===== src/rtl/mem_arbiter.sv =====
// Two-port arbiter sharing one single-port RAM: a write takes 2 cycles from grant to done, a read RD_LAT+1.
// Requesters wait in IDLE by holding req. Round-robin by default; define ARB_FIXED_PRIO_EN to give m0 strict priority.
module mem_arbiter #(
    parameter int ADDR_W = 32,
    parameter int DATA_W = 32,
    parameter int RD_LAT = 1
) (
    input  logic              clk,
    input  logic              rst,
    input  logic              m0_req,
    input  logic              m0_we,
    input  logic [ADDR_W-1:0] m0_addr,
    input  logic [DATA_W-1:0] m0_wdata,
    output logic              m0_gnt,
    output logic              m0_done,
    output logic [DATA_W-1:0] m0_rdata,
    input  logic              m1_req,
    input  logic              m1_we,
    input  logic [ADDR_W-1:0] m1_addr,
    input  logic [DATA_W-1:0] m1_wdata,
    output logic              m1_gnt,
    output logic              m1_done,
    output logic [DATA_W-1:0] m1_rdata,
    output logic [ADDR_W-1:0] ram_address,
    output logic [DATA_W-1:0] ram_data_in,
    output logic              ram_write_enable,
    input  logic [DATA_W-1:0] ram_data_out,
    output logic              busy
);

    typedef enum logic [1:0] {
        IDLE   = 2'd0,
        ACCESS = 2'd1,
        DONE   = 2'd2
    } state_t;

    localparam logic [1:0] CNT_LAST = 2'(RD_LAT - 1);

    state_t     state;
    state_t     state_nxt;
    logic       owner;
    logic       acc_we;
    logic [1:0] cnt;
    logic       any_req;
    logic       pick;

    assign any_req = m0_req || m1_req;

`ifdef ARB_FIXED_PRIO_EN
    assign pick = !m0_req;
`else
    logic ptr;

    // The pointer only matters on a tie; a lone requester always wins.
    assign pick = (m0_req && m1_req) ? ptr : m1_req;
`endif

    always_ff @(posedge clk) begin
        if (!rst) begin
            state <= IDLE;
        end else begin
            state <= state_nxt;
        end
    end

    always_comb begin
        state_nxt        = state;
        m0_gnt           = 1'b0;
        m1_gnt           = 1'b0;
        m0_done          = 1'b0;
        m1_done          = 1'b0;
        ram_write_enable = 1'b0;
        busy             = 1'b0;
        case (state)
            IDLE: begin
                if (any_req) begin
                    state_nxt = ACCESS;
                end
            end
            ACCESS: begin
                busy             = 1'b1;
                m0_gnt           = !owner;
                m1_gnt           = owner;
                ram_write_enable = acc_we;
                if (acc_we || cnt == CNT_LAST) begin
                    state_nxt = DONE;
                end
            end
            DONE: begin
                busy      = 1'b1;
                m0_gnt    = !owner;
                m1_gnt    = owner;
                m0_done   = !owner;
                m1_done   = owner;
                state_nxt = IDLE;
            end
            default: begin
                state_nxt = IDLE;
            end
        endcase
    end

    always_ff @(posedge clk) begin
        if (!rst) begin
            owner       <= 1'b0;
            acc_we      <= 1'b0;
            cnt         <= 2'd0;
            ram_address <= '0;
            ram_data_in <= '0;
            m0_rdata    <= '0;
            m1_rdata    <= '0;
`ifndef ARB_FIXED_PRIO_EN
            ptr         <= 1'b0;
`endif
        end else begin
            case (state)
                IDLE: begin
                    if (any_req) begin
                        owner       <= pick;
                        acc_we      <= pick ? m1_we : m0_we;
                        ram_address <= pick ? m1_addr : m0_addr;
                        cnt         <= 2'd0;
                        if (pick ? m1_we : m0_we) begin
                            ram_data_in <= pick ? m1_wdata : m0_wdata;
                        end
                    end
                end
                ACCESS: begin
                    if (!acc_we) begin
                        if (cnt == CNT_LAST) begin
                            if (owner) begin
                                m1_rdata <= ram_data_out;
                            end else begin
                                m0_rdata <= ram_data_out;
                            end
                        end else begin
                            cnt <= cnt + 2'd1;
                        end
                    end
                end
                DONE: begin
`ifndef ARB_FIXED_PRIO_EN
                    ptr <= !owner;
`endif
                end
                default: begin
                end
            endcase
        end
    end

endmodule

===== config.mk =====
export PLATFORM = sky130hd
export DESIGN_NAME = mem_arbiter
export DESIGN_NICKNAME = d
export VERILOG_FILES = /design/src/rtl/mem_arbiter.sv
export SDC_FILE = /design/constraint.sdc
export NUM_CORES = 1
export LEC_CHECK = 0
export ABC_CLOCK_PERIOD_IN_PS = 2400
export BUFFER_PORTS_ARGS = -buffer_cell sky130_fd_sc_hd__buf_2
export CORE_MARGIN = 5
export CORE_UTILIZATION = 40
export DETAILED_ROUTE_END_ITERATION = 8
export HOLD_SLACK_MARGIN = 0.15
export PLACE_DENSITY = 0.78
export SETUP_SLACK_MARGIN = 0.02
export SLEW_MARGIN = 20
export SYNTH_ARGS = -nofsm -noshare
export SYNTH_HDL_FRONTEND = slang
export SYNTH_SLANG_ARGS = --single-unit

===== constraint.sdc =====
create_clock -name clk -period 2.4 [get_ports clk]
set_clock_uncertainty 0.05 [all_clocks]
set_input_delay 0.12 -clock clk [delete_from_list [all_inputs] [get_ports clk]]
set_output_delay 0.12 -clock clk [all_outputs]
set_load 0.1 [all_outputs]

==> impl_metrics.ini <==
[status]
status = complete, no violations

[min_path]
min_to = owner
hold_path_depth = 4
hold_path.class = in2reg
hp-start = rst

[run]
drv_cap = 0

[cells_and_area]
fin_nets = 1234
stdcell_count = 1256
final_layout_size_suffix_gt1_share_pct = 35.59
antenna_cells = 0
area_growth_pct = 69.03

[cts]
htreeDepth = 4
insertion_delay_ns = 0.41
path_clk_slew_ns = 0.06
root_buffer = clkbuf_16
clk_path_buf_depth = 2
cts_tree = done
cts_made_buffers = 17
clock_sinks = 135

[worst_setup_path]
crit_arrival_ns = 2.50
critPathRequiredTime_ns = 2.62
endpoint_kind = flip-flop
cp-start-kind = input pin
path_cells = dlygate4sd3_1, buf_2, nand2b_1, nand2_4, buf_12, mux2i_1, dlygate4sd3_1, a211oi_2
cpMaxStageDelayCell = dlygate4sd3_1
criticalPathCategory = in2reg
timing.rr.end = ram_data_in[6]
timing.rr.start = ptr
cp.depth = 8
cp_num_buf_inv = 4
path_delay_family = buffers and inverters
reg2reg_depth = 6
ff2ff_setup_slack_ns = 0.12
crit_top_cell = dlygate4sd3_1
crit_path_max_incr_delay_ns = 0.63
worstPathMaxFanout = 31

[yosys]
synthTopCellsByCount = dfxtp_1 (135), nand2_1 (131), a21oi_1 (130)
yosysWarnings = 0
netlist.area_leader.share_pct = 48.44
yosysSeqAreaShare_pct = 48.44
syn-num-nets = 792
synth_cells = 621
avgSynthCellArea_um2 = 8.984
synth_area_um2 = 5579
synth-seq-cells = 135
synth.most_common_cell = dfxtp_1
synth_cell_types = 29
synth_edf_count = 0
async_flop_share_pct = 0
synthTopCellsByArea = dfxtp_1 (48%), a21oi_1 (12%), mux2i_1 (12%)
synth_top_flop_cell = dfxtp_1
yosysTopAreaCell = dfxtp_1

[timing]
hold_viol = 0
worst_pin_slew_ns = 0.6420
rsz0062_at_grt = false
relSlewSlack_pct = 57.20
fin_tns_setup_ns = 0
slew_viol_final = 0
final-setup-viol-count = 0
fin_crit_ns = 2.283
period_share_pct = 95.10
fmax_ghz = 0.4381

[placed_design]
place.gp.congestion = 0.8357
dp_cells = 1061
io_buffers = 299
dpl.hpwl_um = 12320

[route]
drtIter0Drc = 316
drcViolationCount = 0
vias = 6530
drt-total-wl_um = 22210
dr.pass1.iters = 5
antenna_left = 0
wl_per_cell_um = 17.68
vias_per_cell = 5.199

[power_and_ir_drop]
p_seq_share_pct = 31.9
irDropWorstVdd_mv = 0.5652
comb_power_share_pct = 36.0
p_per_area_nw_per_um2 = 850.7
p_int_mw = 4.734
clkPwrFrac_pct = 32.1
sw_frac_of_total_pct = 40.99
power.leakage_nw = 4.484
p_sw_mw = 3.289

[die]
io_pins = 300
dieArea_um2 = 16410
core_um2 = 13770
num_rows = 43
fp.dieW_um = 128.1
initial_core_util_pct = 40.51
fp.dieH_um = 128.1

[global_route]
grt_pass1_vias = 6614
antenna_found_initial = 0
grt_pass1_wl_um = 33990
grt-ovfl-total = 0
grt_start_max_net_pins = 56
grtUsageTotal_pct = 26.15
state kept, by name (all words and copies together), names as in the netlist:
signal	flops
ram_data_in	32
m0_rdata	32
ram_address	32
state	2
m1_rdata	32
owner	1
acc_we	1
cnt	2
ptr	1
layout make-up:
type,count,area (um2)
well taps,180,225.2
clock buffers,19,442.9
clock inverters,13,146.4
fillers,991,4343
flip-flops and latches,135,2703
repair buffers,476,3262
multi-input cells,427,2628
inverters,6,23.77
stage by stage:
step | total power, mW | setup slack, ns | instance area, um2 | hold slack [ns] | utilization, %
2_1_floorplan | 4.649 | 0.09380 | 5587 | 0.2060 | -
5_1_grt | 8.311 | 0.02369 | 9430 | 0.1807 | 68.47
4_1_cts | 7.978 | 0.2592 | 9427 | 0.1634 | 68.44
6_report | 8.023 | 0.1175 | 9430 | 0.1617 | 68.47
3_3_place_gp | 5.123 | 0.6312 | 7206 | 0.3257 | 52.32
3_5_place_dp | 5.146 | 0.5425 | 7206 | 0.3300 | 52.32
power groups by stage:
| stage | clock [mW] | sequential (mW) | combinational [mW] |
|---|---|---|---|
| 3_5_place_dp | 0 | 2.59 | 2.56 |
| 4_1_cts | 2.62 | 2.54 | 2.82 |
| 5_1_grt | 2.73 | 2.58 | 3.00 |
| 3_3_place_gp | 0 | 2.58 | 2.54 |
| 6_report | 2.58 | 2.56 | 2.89 |
| 2_1_floorplan | 0 | 3.95 | 0.700 |
routing by layer:
metal | global-route usage [%] | vias to the layer above | part of all wire, %
li1 | - | 3038 | -
met1 | 28.74 | 3044 | 38
met2 | 45.35 | 360 | 50
met3 | 7.167 | 88 | 7.9
met4 | 14.73 | 0 | 4.9
met5 | 0 | - | 0
logic make-up (layout without fill, tap and decap cells):
logic type / after synthesis / count (layout) / synth area share, %
flops: 135 / 135 / 48.44
fa+ha+maj: 5 / 5 / 1.121
compound gates: 202 / 202 / 22.61
simple gates: 155 / 155 / 11.37
mux: 65 / 65 / 11.66
buf+inv: 59 / 514 / 4.799
worst register-to-register path: stages, from the launching register on:
cell and delay (ns):
dfxtp_1 0.32, nand2b_1 0.21, nand2_4 0.25, buf_12 0.27
mux2i_1 0.33, dlygate4sd3_1 0.63, a211oi_2 0.08
timing repair:
item / 4_1_cts / 5_1_grt
hold endpoints to repair: 130 / 0
gates resized for setup: 0 / 1
buffers inserted: 0 / 0
setup endpoints to repair: 0 / 1
hold buffers: 163 / 0
worst max-delay path by stage:
stage	endpoint	start	slack (ns)
global route	ram_data_in[6]	ptr	0.02
CTS	ram_address[29]	ptr	0.26
detailed placement	m1_rdata[25]	state[1]	0.54
finish	ram_data_in[6]	m0_req	0.12
global placement	m1_rdata[18]	state[1]	0.63
floorplan	m1_gnt	state[0]	0.09
placed cells by master, fill, tap and decap left out, types with 2 or more instances in the layout:
cell type	netlist	final
buf_12	0	2
o21ai_0	34	34
clkinvlp_4	0	2
nand2b_1	3	3
nand4_1	2	2
and2_1	4	4
mux2i_1	65	65
dlygate4sd3_1	0	163
buf_4	0	11
nand2_1	131	131
a21oi_1	130	130
inv_6	0	3
clkinv_2	0	3
dfxtp_1	135	135
clkinv_4	0	4
buf_2	7	299
inv_1	6	5
a211oi_1	2	2
o31ai_1	2	2
nor2b_1	3	2
nor2_1	6	4
a211oi_2	30	30
nor2_2	0	2
clkbuf_16	0	17
ha_1	5	5
bufinv_16	0	2
Note: power is estimated with default switching activity, not from simulation.
